**config.mk**
```make
export PLATFORM = sky130hd
export DESIGN_NAME = antares_load_store_unit_flat
export DESIGN_NICKNAME = d
export VERILOG_FILES = /design/src/rtl/antares_pkg.sv /design/src/rtl/antares_load_store_unit_if.sv /design/src/rtl/antares_lsu_align.sv /design/src/rtl/antares_load_store_unit.sv /design/src/flat_wrapper.sv
export SDC_FILE = /design/constraint.sdc
export NUM_CORES = 1
export LEC_CHECK = 0
export ABC_AREA = 1
export CORE_MARGIN = 2
export CORE_UTILIZATION = 47
export DETAILED_ROUTE_END_ITERATION = 6
export HOLD_SLACK_MARGIN = 0.15
export PLACE_DENSITY = 0.94
export SYNTH_ARGS = -nofsm -noshare
export SYNTH_HDL_FRONTEND = slang
export SYNTH_SLANG_ARGS = --single-unit
```
**constraint.sdc**
```tcl
create_clock -name clk -period 5.3 [get_ports clk]
set_clock_uncertainty 0.15 [all_clocks]
set_input_delay 1.59 -clock clk [delete_from_list [all_inputs] [get_ports clk]]
set_output_delay 1.59 -clock clk [all_outputs]
set_load 0.01 [all_outputs]
```
**src/rtl/antares_pkg.sv**
```systemverilog
// antares_pkg: shared FSM encodings and big-endian byte-enable constants for the load/store unit
package antares_pkg;
  typedef enum logic [1:0] {ST_IDLE, ST_WAIT, ST_DRAIN} state_t;
  localparam logic [3:0] BE_NONE = 4'b0000;
  localparam logic [3:0] BE_B0 = 4'b1000;
  localparam logic [3:0] BE_B1 = 4'b0100;
  localparam logic [3:0] BE_B2 = 4'b0010;
  localparam logic [3:0] BE_B3 = 4'b0001;
  localparam logic [3:0] BE_H0 = 4'b1100;
  localparam logic [3:0] BE_H1 = 4'b0011;
  localparam logic [3:0] BE_W = 4'b1111;
  function automatic logic [3:0] byte_be(input logic [1:0] a);
    return a == 2'd0 ? BE_B0 : a == 2'd1 ? BE_B1 : a == 2'd2 ? BE_B2 : BE_B3;
  endfunction
endpackage

```
**src/rtl/antares_load_store_unit_if.sv**
```systemverilog
// antares_load_store_unit_if: MEM-stage request signals and data-port bus of the load/store unit
interface antares_load_store_unit_if;
  logic [31:0] mem_address;
  logic [31:0] mem_data_in;
  logic mem_write;
  logic mem_read;
  logic mem_byte;
  logic mem_halfword;
  logic mem_sign_extend;
  logic mem_llsc;
  logic mem_kernel_mode;
  logic exception_flush;
  logic [31:0] dport_data_i;
  logic dport_ready;
  logic [31:0] dport_address;
  logic [31:0] dport_data_o;
  logic [3:0] dport_wr;
  logic dport_enable;
  logic [31:0] mem_data_out;
  logic mem_stall;
  logic exc_address_l_mem;
  logic exc_address_s_mem;
  modport master (
    output mem_address, mem_data_in, mem_write, mem_read, mem_byte, mem_halfword,
           mem_sign_extend, mem_llsc, mem_kernel_mode, exception_flush, dport_data_i, dport_ready,
    input dport_address, dport_data_o, dport_wr, dport_enable, mem_data_out, mem_stall,
          exc_address_l_mem, exc_address_s_mem
  );
  modport slave (
    input mem_address, mem_data_in, mem_write, mem_read, mem_byte, mem_halfword,
          mem_sign_extend, mem_llsc, mem_kernel_mode, exception_flush, dport_data_i, dport_ready,
    output dport_address, dport_data_o, dport_wr, dport_enable, mem_data_out, mem_stall,
           exc_address_l_mem, exc_address_s_mem
  );
endinterface

```
**src/rtl/antares_lsu_align.sv**
```systemverilog
// antares_lsu_align: big-endian store lane steering and load lane extraction with sign/zero extension
module antares_lsu_align
  import antares_pkg::*;
(
  input  logic [1:0]  i_addr,
  input  logic        i_byte,
  input  logic        i_half,
  input  logic        i_sign,
  input  logic [31:0] i_store,
  input  logic [31:0] i_load,
  output logic [3:0]  o_be,
  output logic [31:0] o_store,
  output logic [31:0] o_load
);
  logic [31:0] w_sh;
  logic [7:0]  w_b;
  logic [15:0] w_h;
  // shifting the addressed lane to the top makes byte/halfword extraction a fixed slice
  assign w_sh = i_load << {i_addr, 3'b000};
  assign w_b = w_sh[31:24];
  assign w_h = w_sh[31:16];
  assign o_be = i_byte ? byte_be(i_addr) : i_half ? (i_addr[1] ? BE_H1 : BE_H0) : BE_W;
  assign o_store = i_byte ? {4{i_store[7:0]}} : i_half ? {2{i_store[15:0]}} : i_store;
  assign o_load = i_byte ? {{24{i_sign & w_b[7]}}, w_b} :
                  i_half ? {{16{i_sign & w_h[15]}}, w_h} : i_load;
endmodule

```
**src/rtl/antares_load_store_unit.sv**
```systemverilog
// antares_load_store_unit: MEM-stage load/store unit with IDLE/WAIT/DRAIN bus FSM and LL/SC link bit
module antares_load_store_unit
  import antares_pkg::*;
(
  input logic clk,
  input logic rst,
  antares_load_store_unit_if.slave bus
);
  state_t r_state, w_next;
  logic [31:0] r_addr, r_data;
  logic r_byte, r_half, r_sign, r_llsc, r_write, r_read, r_llbit;
  logic w_idle, w_err, w_sc_fail, w_valid, w_done, w_en, w_stall;
  logic w_byte, w_half, w_sign, w_write;
  logic [31:0] w_a, w_d, w_store, w_load;
  logic [3:0] w_be;
  assign w_idle = r_state == ST_IDLE;
  assign w_err = (bus.mem_halfword & bus.mem_address[0]) |
                 (~bus.mem_byte & ~bus.mem_halfword & |bus.mem_address[1:0]) |
                 (~bus.mem_kernel_mode & bus.mem_address[31]);
  assign w_sc_fail = bus.mem_write & bus.mem_llsc & ~r_llbit;
  assign w_valid = (bus.mem_read | bus.mem_write) & ~bus.exception_flush & ~w_err & ~w_sc_fail;
  // issue cycle drives the bus from live inputs, later cycles from the latched copy
  assign w_a = w_idle ? bus.mem_address : r_addr;
  assign w_d = w_idle ? bus.mem_data_in : r_data;
  assign w_byte = w_idle ? bus.mem_byte : r_byte;
  assign w_half = w_idle ? bus.mem_halfword : r_half;
  assign w_sign = w_idle ? bus.mem_sign_extend : r_sign;
  assign w_write = w_idle ? bus.mem_write : r_write;
  antares_lsu_align u_align (
    .i_addr (w_a[1:0]),
    .i_byte (w_byte),
    .i_half (w_half),
    .i_sign (w_sign),
    .i_store(w_d),
    .i_load (bus.dport_data_i),
    .o_be   (w_be),
    .o_store(w_store),
    .o_load (w_load)
  );
  always_comb begin
    w_next = r_state;
    w_en = 1'b0;
    w_stall = 1'b0;
    w_done = 1'b0;
    case (r_state)
      ST_IDLE: begin
        w_en = w_valid;
        w_stall = w_valid;
        w_next = w_valid ? ST_WAIT : ST_IDLE;
      end
      ST_WAIT: begin
        w_en = 1'b1;
        w_stall = ~bus.dport_ready;
        w_done = bus.dport_ready & ~bus.exception_flush;
        w_next = bus.dport_ready ? ST_IDLE : bus.exception_flush ? ST_DRAIN : ST_WAIT;
      end
      ST_DRAIN: begin
        w_en = 1'b1;
        w_stall = 1'b1;
        w_next = bus.dport_ready ? ST_IDLE : ST_DRAIN;
      end
      default: w_next = ST_IDLE;
    endcase
    if (rst) begin
      w_en = 1'b0;
      w_stall = 1'b0;
      w_done = 1'b0;
    end
  end
  assign bus.dport_enable = w_en;
  assign bus.mem_stall = w_stall;
  assign bus.dport_address = {w_a[31:2], 2'b00};
  assign bus.dport_data_o = w_store;
  assign bus.dport_wr = (w_en & w_write) ? w_be : BE_NONE;
  assign bus.mem_data_out = ~w_done ? 32'd0 : (r_llsc & r_write) ? 32'd1 : r_read ? w_load : 32'd0;
  assign bus.exc_address_l_mem = w_err & bus.mem_read;
  assign bus.exc_address_s_mem = w_err & bus.mem_write;
  always_ff @(posedge clk) begin
    if (rst) begin
      r_state <= ST_IDLE;
      r_addr <= '0;
      r_data <= '0;
      r_byte <= 1'b0;
      r_half <= 1'b0;
      r_sign <= 1'b0;
      r_llsc <= 1'b0;
      r_write <= 1'b0;
      r_read <= 1'b0;
      r_llbit <= 1'b0;
    end else begin
      r_state <= w_next;
      if (w_idle & w_valid) begin
        r_addr <= bus.mem_address;
        r_data <= bus.mem_data_in;
        r_byte <= bus.mem_byte;
        r_half <= bus.mem_halfword;
        r_sign <= bus.mem_sign_extend;
        r_llsc <= bus.mem_llsc;
        r_write <= bus.mem_write;
        r_read <= bus.mem_read;
      end
      // LL completion sets the link, SC completion consumes it, flush always breaks it
      if (bus.exception_flush) r_llbit <= 1'b0;
      else if (w_done & r_llsc) r_llbit <= r_read;
    end
  end
endmodule

```
**src/flat_wrapper.sv**
```systemverilog
// flat-port wrapper written by rule: the top's interface ports become plain ports
module antares_load_store_unit_flat import antares_pkg::*;
  (clk, rst, bus_mem_address, bus_mem_data_in, bus_mem_write, bus_mem_read, bus_mem_byte, bus_mem_halfword, bus_mem_sign_extend, bus_mem_llsc, bus_mem_kernel_mode, bus_exception_flush, bus_dport_data_i, bus_dport_ready, bus_dport_address, bus_dport_data_o, bus_dport_wr, bus_dport_enable, bus_mem_data_out, bus_mem_stall, bus_exc_address_l_mem, bus_exc_address_s_mem);
  antares_load_store_unit_if bus_i ();
  input logic clk;
  input logic rst;
  input wire logic [$bits(bus_i.mem_address)-1:0] bus_mem_address;
  input wire logic [$bits(bus_i.mem_data_in)-1:0] bus_mem_data_in;
  input wire logic [$bits(bus_i.mem_write)-1:0] bus_mem_write;
  input wire logic [$bits(bus_i.mem_read)-1:0] bus_mem_read;
  input wire logic [$bits(bus_i.mem_byte)-1:0] bus_mem_byte;
  input wire logic [$bits(bus_i.mem_halfword)-1:0] bus_mem_halfword;
  input wire logic [$bits(bus_i.mem_sign_extend)-1:0] bus_mem_sign_extend;
  input wire logic [$bits(bus_i.mem_llsc)-1:0] bus_mem_llsc;
  input wire logic [$bits(bus_i.mem_kernel_mode)-1:0] bus_mem_kernel_mode;
  input wire logic [$bits(bus_i.exception_flush)-1:0] bus_exception_flush;
  input wire logic [$bits(bus_i.dport_data_i)-1:0] bus_dport_data_i;
  input wire logic [$bits(bus_i.dport_ready)-1:0] bus_dport_ready;
  output wire logic [$bits(bus_i.dport_address)-1:0] bus_dport_address;
  output wire logic [$bits(bus_i.dport_data_o)-1:0] bus_dport_data_o;
  output wire logic [$bits(bus_i.dport_wr)-1:0] bus_dport_wr;
  output wire logic [$bits(bus_i.dport_enable)-1:0] bus_dport_enable;
  output wire logic [$bits(bus_i.mem_data_out)-1:0] bus_mem_data_out;
  output wire logic [$bits(bus_i.mem_stall)-1:0] bus_mem_stall;
  output wire logic [$bits(bus_i.exc_address_l_mem)-1:0] bus_exc_address_l_mem;
  output wire logic [$bits(bus_i.exc_address_s_mem)-1:0] bus_exc_address_s_mem;
  assign bus_i.mem_address = bus_mem_address;
  assign bus_i.mem_data_in = bus_mem_data_in;
  assign bus_i.mem_write = bus_mem_write;
  assign bus_i.mem_read = bus_mem_read;
  assign bus_i.mem_byte = bus_mem_byte;
  assign bus_i.mem_halfword = bus_mem_halfword;
  assign bus_i.mem_sign_extend = bus_mem_sign_extend;
  assign bus_i.mem_llsc = bus_mem_llsc;
  assign bus_i.mem_kernel_mode = bus_mem_kernel_mode;
  assign bus_i.exception_flush = bus_exception_flush;
  assign bus_i.dport_data_i = bus_dport_data_i;
  assign bus_i.dport_ready = bus_dport_ready;
  assign bus_dport_address = bus_i.dport_address;
  assign bus_dport_data_o = bus_i.dport_data_o;
  assign bus_dport_wr = bus_i.dport_wr;
  assign bus_dport_enable = bus_i.dport_enable;
  assign bus_mem_data_out = bus_i.mem_data_out;
  assign bus_mem_stall = bus_i.mem_stall;
  assign bus_exc_address_l_mem = bus_i.exc_address_l_mem;
  assign bus_exc_address_s_mem = bus_i.exc_address_s_mem;
  antares_load_store_unit u_core (.clk(clk), .rst(rst), .bus(bus_i));
endmodule
```
After elaboration in Yosys (flattened, before gate mapping)
Cells that the tools add are included.
W data, S select, Z words.
{ "op_classes": {"mux": 31, "reduce_logical": 5, "bitwise_logic": 28, "eq_ne": 4, "n_shift": 1} }
{ "ops": {"columns": ["op", "count"], "rows": [
  ["$mux W32", 9],
  ["$shl A32 B5 Y32", 1],
  ["$mux W4", 5],
  ["$and A1 B1 Y1", 17],
  ["$mux W1", 9],
  ["$mux W2", 4],
  ["$not A1 Y1", 8],
  ["$pmux W2 S3", 1],
  ["$reduce_or A2 Y1", 3],
  ["$eq A2 B1 Y1 const B", 2],
  ["$eq A2 B2 Y1 const B", 2],
  ["$logic_not A2 Y1", 2],
  ["$mux W3", 1],
  ["$or A1 B1 Y1", 3],
  ["$pmux W1 S3", 1],
  ["$pmux W1 S2", 1]
]} }
{ "totals": {"regBits": 73, "output_inout_bits": 104, "inputBits": 107, "word_cells": 79} }

Logic depth before layout (Yosys ltp)
{ "logic_depth": {"ltp_word": 12, "depth_mapped": 15, "mapped_depth_nobuf": 12} }

Cells and area by module
From an unflattened synthesis, not the netlist that was laid out.
{ "hier_totals": {"cells_unflattened": 968, "area_unflattened_um2": 5439.0} }
{ "modules_own_cells": {"columns": ["mod", "area_each_um2", "cells_per_inst", "n_inst"], "rows": [
  ["antares_load_store_unit", 4155.2, 690, 1],
  ["antares_lsu_align", 1283.7, 278, 1]
]} }

Worst setup path after synthesis
Ideal clock, no wire load.
{ "synth_timing": {"path_type": "input to output", "start": "in rst", "end": "out bus_mem_data_out[10]", "arrival_time_ns": 2.532, "path_stages": 5, "required_time_ns": 3.560, "slack_ns": 1.028, "path_cell_list": "nor2_1 nand3_1 nor3_4 nand2_1 nor2_1"} }
{ "synth_between": {"elab_chain_len": 2} }
{ "synth_rtl": {"columns": ["element", "line_no", "text"], "rows": [
  ["start, declared", "flat_wrapper.sv:6", "input logic rst;"],
  ["$mux W1", "antares_load_store_unit.sv:64", "if (rst) begin"],
  ["$mux W32", "antares_load_store_unit.sv:75", "assign bus.mem_data_out = ~w_done ? 32'd0 : (r_llsc & r_write) ? 32'd1 : r_read ? w_load : 32'd0;"],
  ["end, declared", "flat_wrapper.sv:23", "output wire logic [$bits(bus_i.mem_data_out)-1:0] bus_mem_data_out;"]
]} }
Every way passes these cells.

Worst setup path in the final report
{ "layout_timing": {"start": "in bus_exception_flush", "end": "out bus_mem_data_out[5]"} }
{ "layout_between": {"elab_chain_len": 5} }
{ "layout_rtl": {"columns": ["element", "line_no", "text"], "rows": [
  ["start, declared", "flat_wrapper.sv:16", "input wire logic [$bits(bus_i.exception_flush)-1:0] bus_exception_flush;"],
  ["$not A1 Y1", "antares_load_store_unit.sv:54", "w_done = bus.dport_ready & ~bus.exception_flush;"],
  ["$and A1 B1 Y1", "antares_load_store_unit.sv:54", null],
  ["$mux W1", "antares_load_store_unit.sv:45", "case (r_state)"],
  ["$mux W1", "antares_load_store_unit.sv:64", null],
  ["$mux W32", "antares_load_store_unit.sv:75", null]
]} }
Every way passes these cells.

==> metrics.cfg <==
[synth]
synth_top_area_share=0.288
synth_top_cell_by_area=dfxtp_1
ys.flop_type=dfxtp_1
synth_top_family_by_area=simple AND/OR/NAND/NOR gates
synthArstFlopShare=0
synth_fa_ha_area_frac=0.00985
ys_seq_area_frac=0.288
syn-instance-count=890
synth_compound_area_frac=0.142
yosys-top-cells-area=dfxtp_1 (29%), nand2_1 (23%), nor2_1 (16%)
synth-xor-area-share=0
ys_ff_latch=73
syn_area_per_cell_um2=5.71
synth_cell_types=35
synth_edf_count=0
syn_area_mm2=0.00508
ys.warnings.count=0
muxShareOfSynthArea=0.00197
synthSimpleGateAreaFrac=0.444

[cells_and_area]
nNetsFinal=1211
syn_to_final_growth_pct=52.3
instances_no_fill=1240
drive_gt1_frac=0.0987
layout_common_cells=nand2_1 (302), nor2_1 (212), clkdlybuf4s50_1 (177)
n_antenna_cell=0
final_common_cell=nand2_1
utilization=0.743

[route]
drt-initial-drc-count=394
vias=6216
wl_mm=17.0
drc=0
routedWlPerCell_um=13.7
first_pass_iters=5
ant_nets=0
avgViaCountPerCell=5.01

[sta]
report.final.hold_viol_count=0
worstMarginPinSlew_ns=0.680
fmax_mhz=192
timing.slew.headroom=0.546
finalCriticalPeriod_ns=5.22
setup_ws_ns=0.0819
fin_crit_sh=0.985
drv_slew=0
setup_viol=0

[placed_design]
dp_hpwl_mm=12.2
portBuffers=208
placedCellCount=1220
dpl_worst_slack_ns=-0.0706
gp_congestion=1.02

[grt]
met1_usage=0.335
met2_usage=0.497
grt_max_degree=61
grt_pass1_wl_mm=26.9
antenna_found_initial=0
grt_usage=0.285
grt_pass1_vias=5872
grt.busiest_layer=met2
overflow=0
use_met3=0.0784

[setup_path]
crit_slowest_cell=clkdlybuf4s50_1
path_common_cell=clkdlybuf4s50_1
worstSetupEndpointType=output pin
crit_family=buffers and inverters
crit_type=in2out
critPathArrivalTime_ns=3.48
path_cells=clkdlybuf4s50_1 -> nor2_2 -> nand3_2 -> nor3_4 -> buf_6 -> o21ai_0 -> nor2_1 -> nand2_1 -> inv_1 -> clkdlybuf4s50_1
path_buf_inv=4
required_ns=3.56
max_stage_delay_ns=0.53
crit_path_start_kind=input port
critPathMaxFanout=5

[power]
leakagePower_nw=4.12
power_density_mw_per_mm2=210
vdd_drop_max_mv=0.135
p_total_mw=1.62

[clocking]
cts-root-buf=clkbuf_8
cts_buffers=9
max-clock-path-buffers=2
clk_latency_ns=0.34
cts_sinks=73
clk_pin_slew_ns=0.07
htree_num_levels=3
hold_buffers=0
tritoncts=done

[floorplan]
die_height_um=108
core_area_mm2=0.0104
die_area_mm2=0.0117
start_util=0.488
io_pins=211
rows=37
die_w_um=108

[hold_path]
min_path_type=reg2reg

[outcome]
status=completed

[flow_run]
maxCapViolations=0

==> final cells by class <==
type / instances / area [um^2]
clock inverter: 6 / 90.1
timing repair buffer: 251 / 2560
inverter: 60 / 229
clock buffer: 9 / 124
fill: 819 / 2680
multi-input combinational: 705 / 3100
sequential: 73 / 1460
tap: 136 / 170
==> cell usage after synthesis (2+ instances only) <==
library cell	count
clkbuf_1	10
a31oi_1	8
nand2_2	9
nand2_4	2
or2_2	6
nor2_2	10
buf_6	11
a21oi_1	11
nor2_1	215
inv_1	54
nor2_4	2
buf_1	2
buf_2	18
a21boi_0	2
nand3_2	2
buf_4	12
ha_1	4
o21ai_0	43
nand3_1	11
o21ai_1	59
o211ai_1	5
dfxtp_1	73
inv_2	4
nand2_1	306
==> stage by stage <==
| stage | hold slack [ns] | setup TNS, ns | instance area [um^2] |
|---|---|---|---|
| 6_report | 0.335 | 0 | 7730 |
| 5_1_grt | 0.357 | -0.0532 | 7730 |
| 3_5_place_dp | 0.314 | -0.205 | 7350 |
| 3_3_place_gp | 0.302 | 0 | 7350 |
| 4_1_cts | 0.340 | 0 | 7570 |
| 2_1_floorplan | 0.287 | 0 | 5080 |
==> final timing paths <==
path | start | slack [ns] | end | cells after the start
worst max register to register | u_core.r_state[0] | 1.97 | u_core.r_addr[28] | 13
worst max-delay path | bus_exception_flush | 0.08 | bus_mem_data_out[5] | 10
worst min-delay path | u_core.r_addr[24] | 0.34 | u_core.r_addr[24] | 2
worst min register to register | u_core.r_addr[24] | 0.34 | u_core.r_addr[24] | 2
==> state kept, by name, summed over array words and instances (netlist names) <==
signal          count
u_core.r_addr      32
u_core.r_byte       1
u_core.r_data      32
u_core.r_half       1
u_core.r_llbit      1
u_core.r_llsc       1
u_core.r_read       1
u_core.r_sign       1
u_core.r_state      2
u_core.r_write      1
==> report_power, final <==
part	switching [mW]	total [mW]	internal, mW
Combinational	0.276	0.541	0.265
Clock	0.216	0.481	0.265
Sequential	0.0172	0.599	0.581
==> routing by layer <==
layer  wire length (um)  vias to the layer above
li1                   -                     3165
met1               6840                     2726
met2               8140                      280
met3               1550                       45
met4                456                        0
met5                  0                        -
==> worst register-to-register path: cells and delay by family (launching register included) <==
kind,cells,cell delay [ns]
buffers and inverters,6,1.93
and+or+nand+nor,5,0.47
DFF,1,0.38
adders and majority gates,1,0.22
AOI/OAI and AO/OA,1,0.10
==> kinds of logic after synthesis <==
| group | count (synthesis) |
|---|---|
| DFF | 73 |
| and+or+nand+nor | 565 |
| muxes | 1 |
| AOI/OAI and AO/OA | 133 |
| other | 1 |
| adders and majority gates | 4 |
| buffers and inverters | 113 |
==> timing repair <==
action	CTS	global route
endpoints found under the setup margin	18	38
gates resized for setup	5	42
setup buffers	0	5
pin swaps	0	1
(Power assumes the default switching activity.)
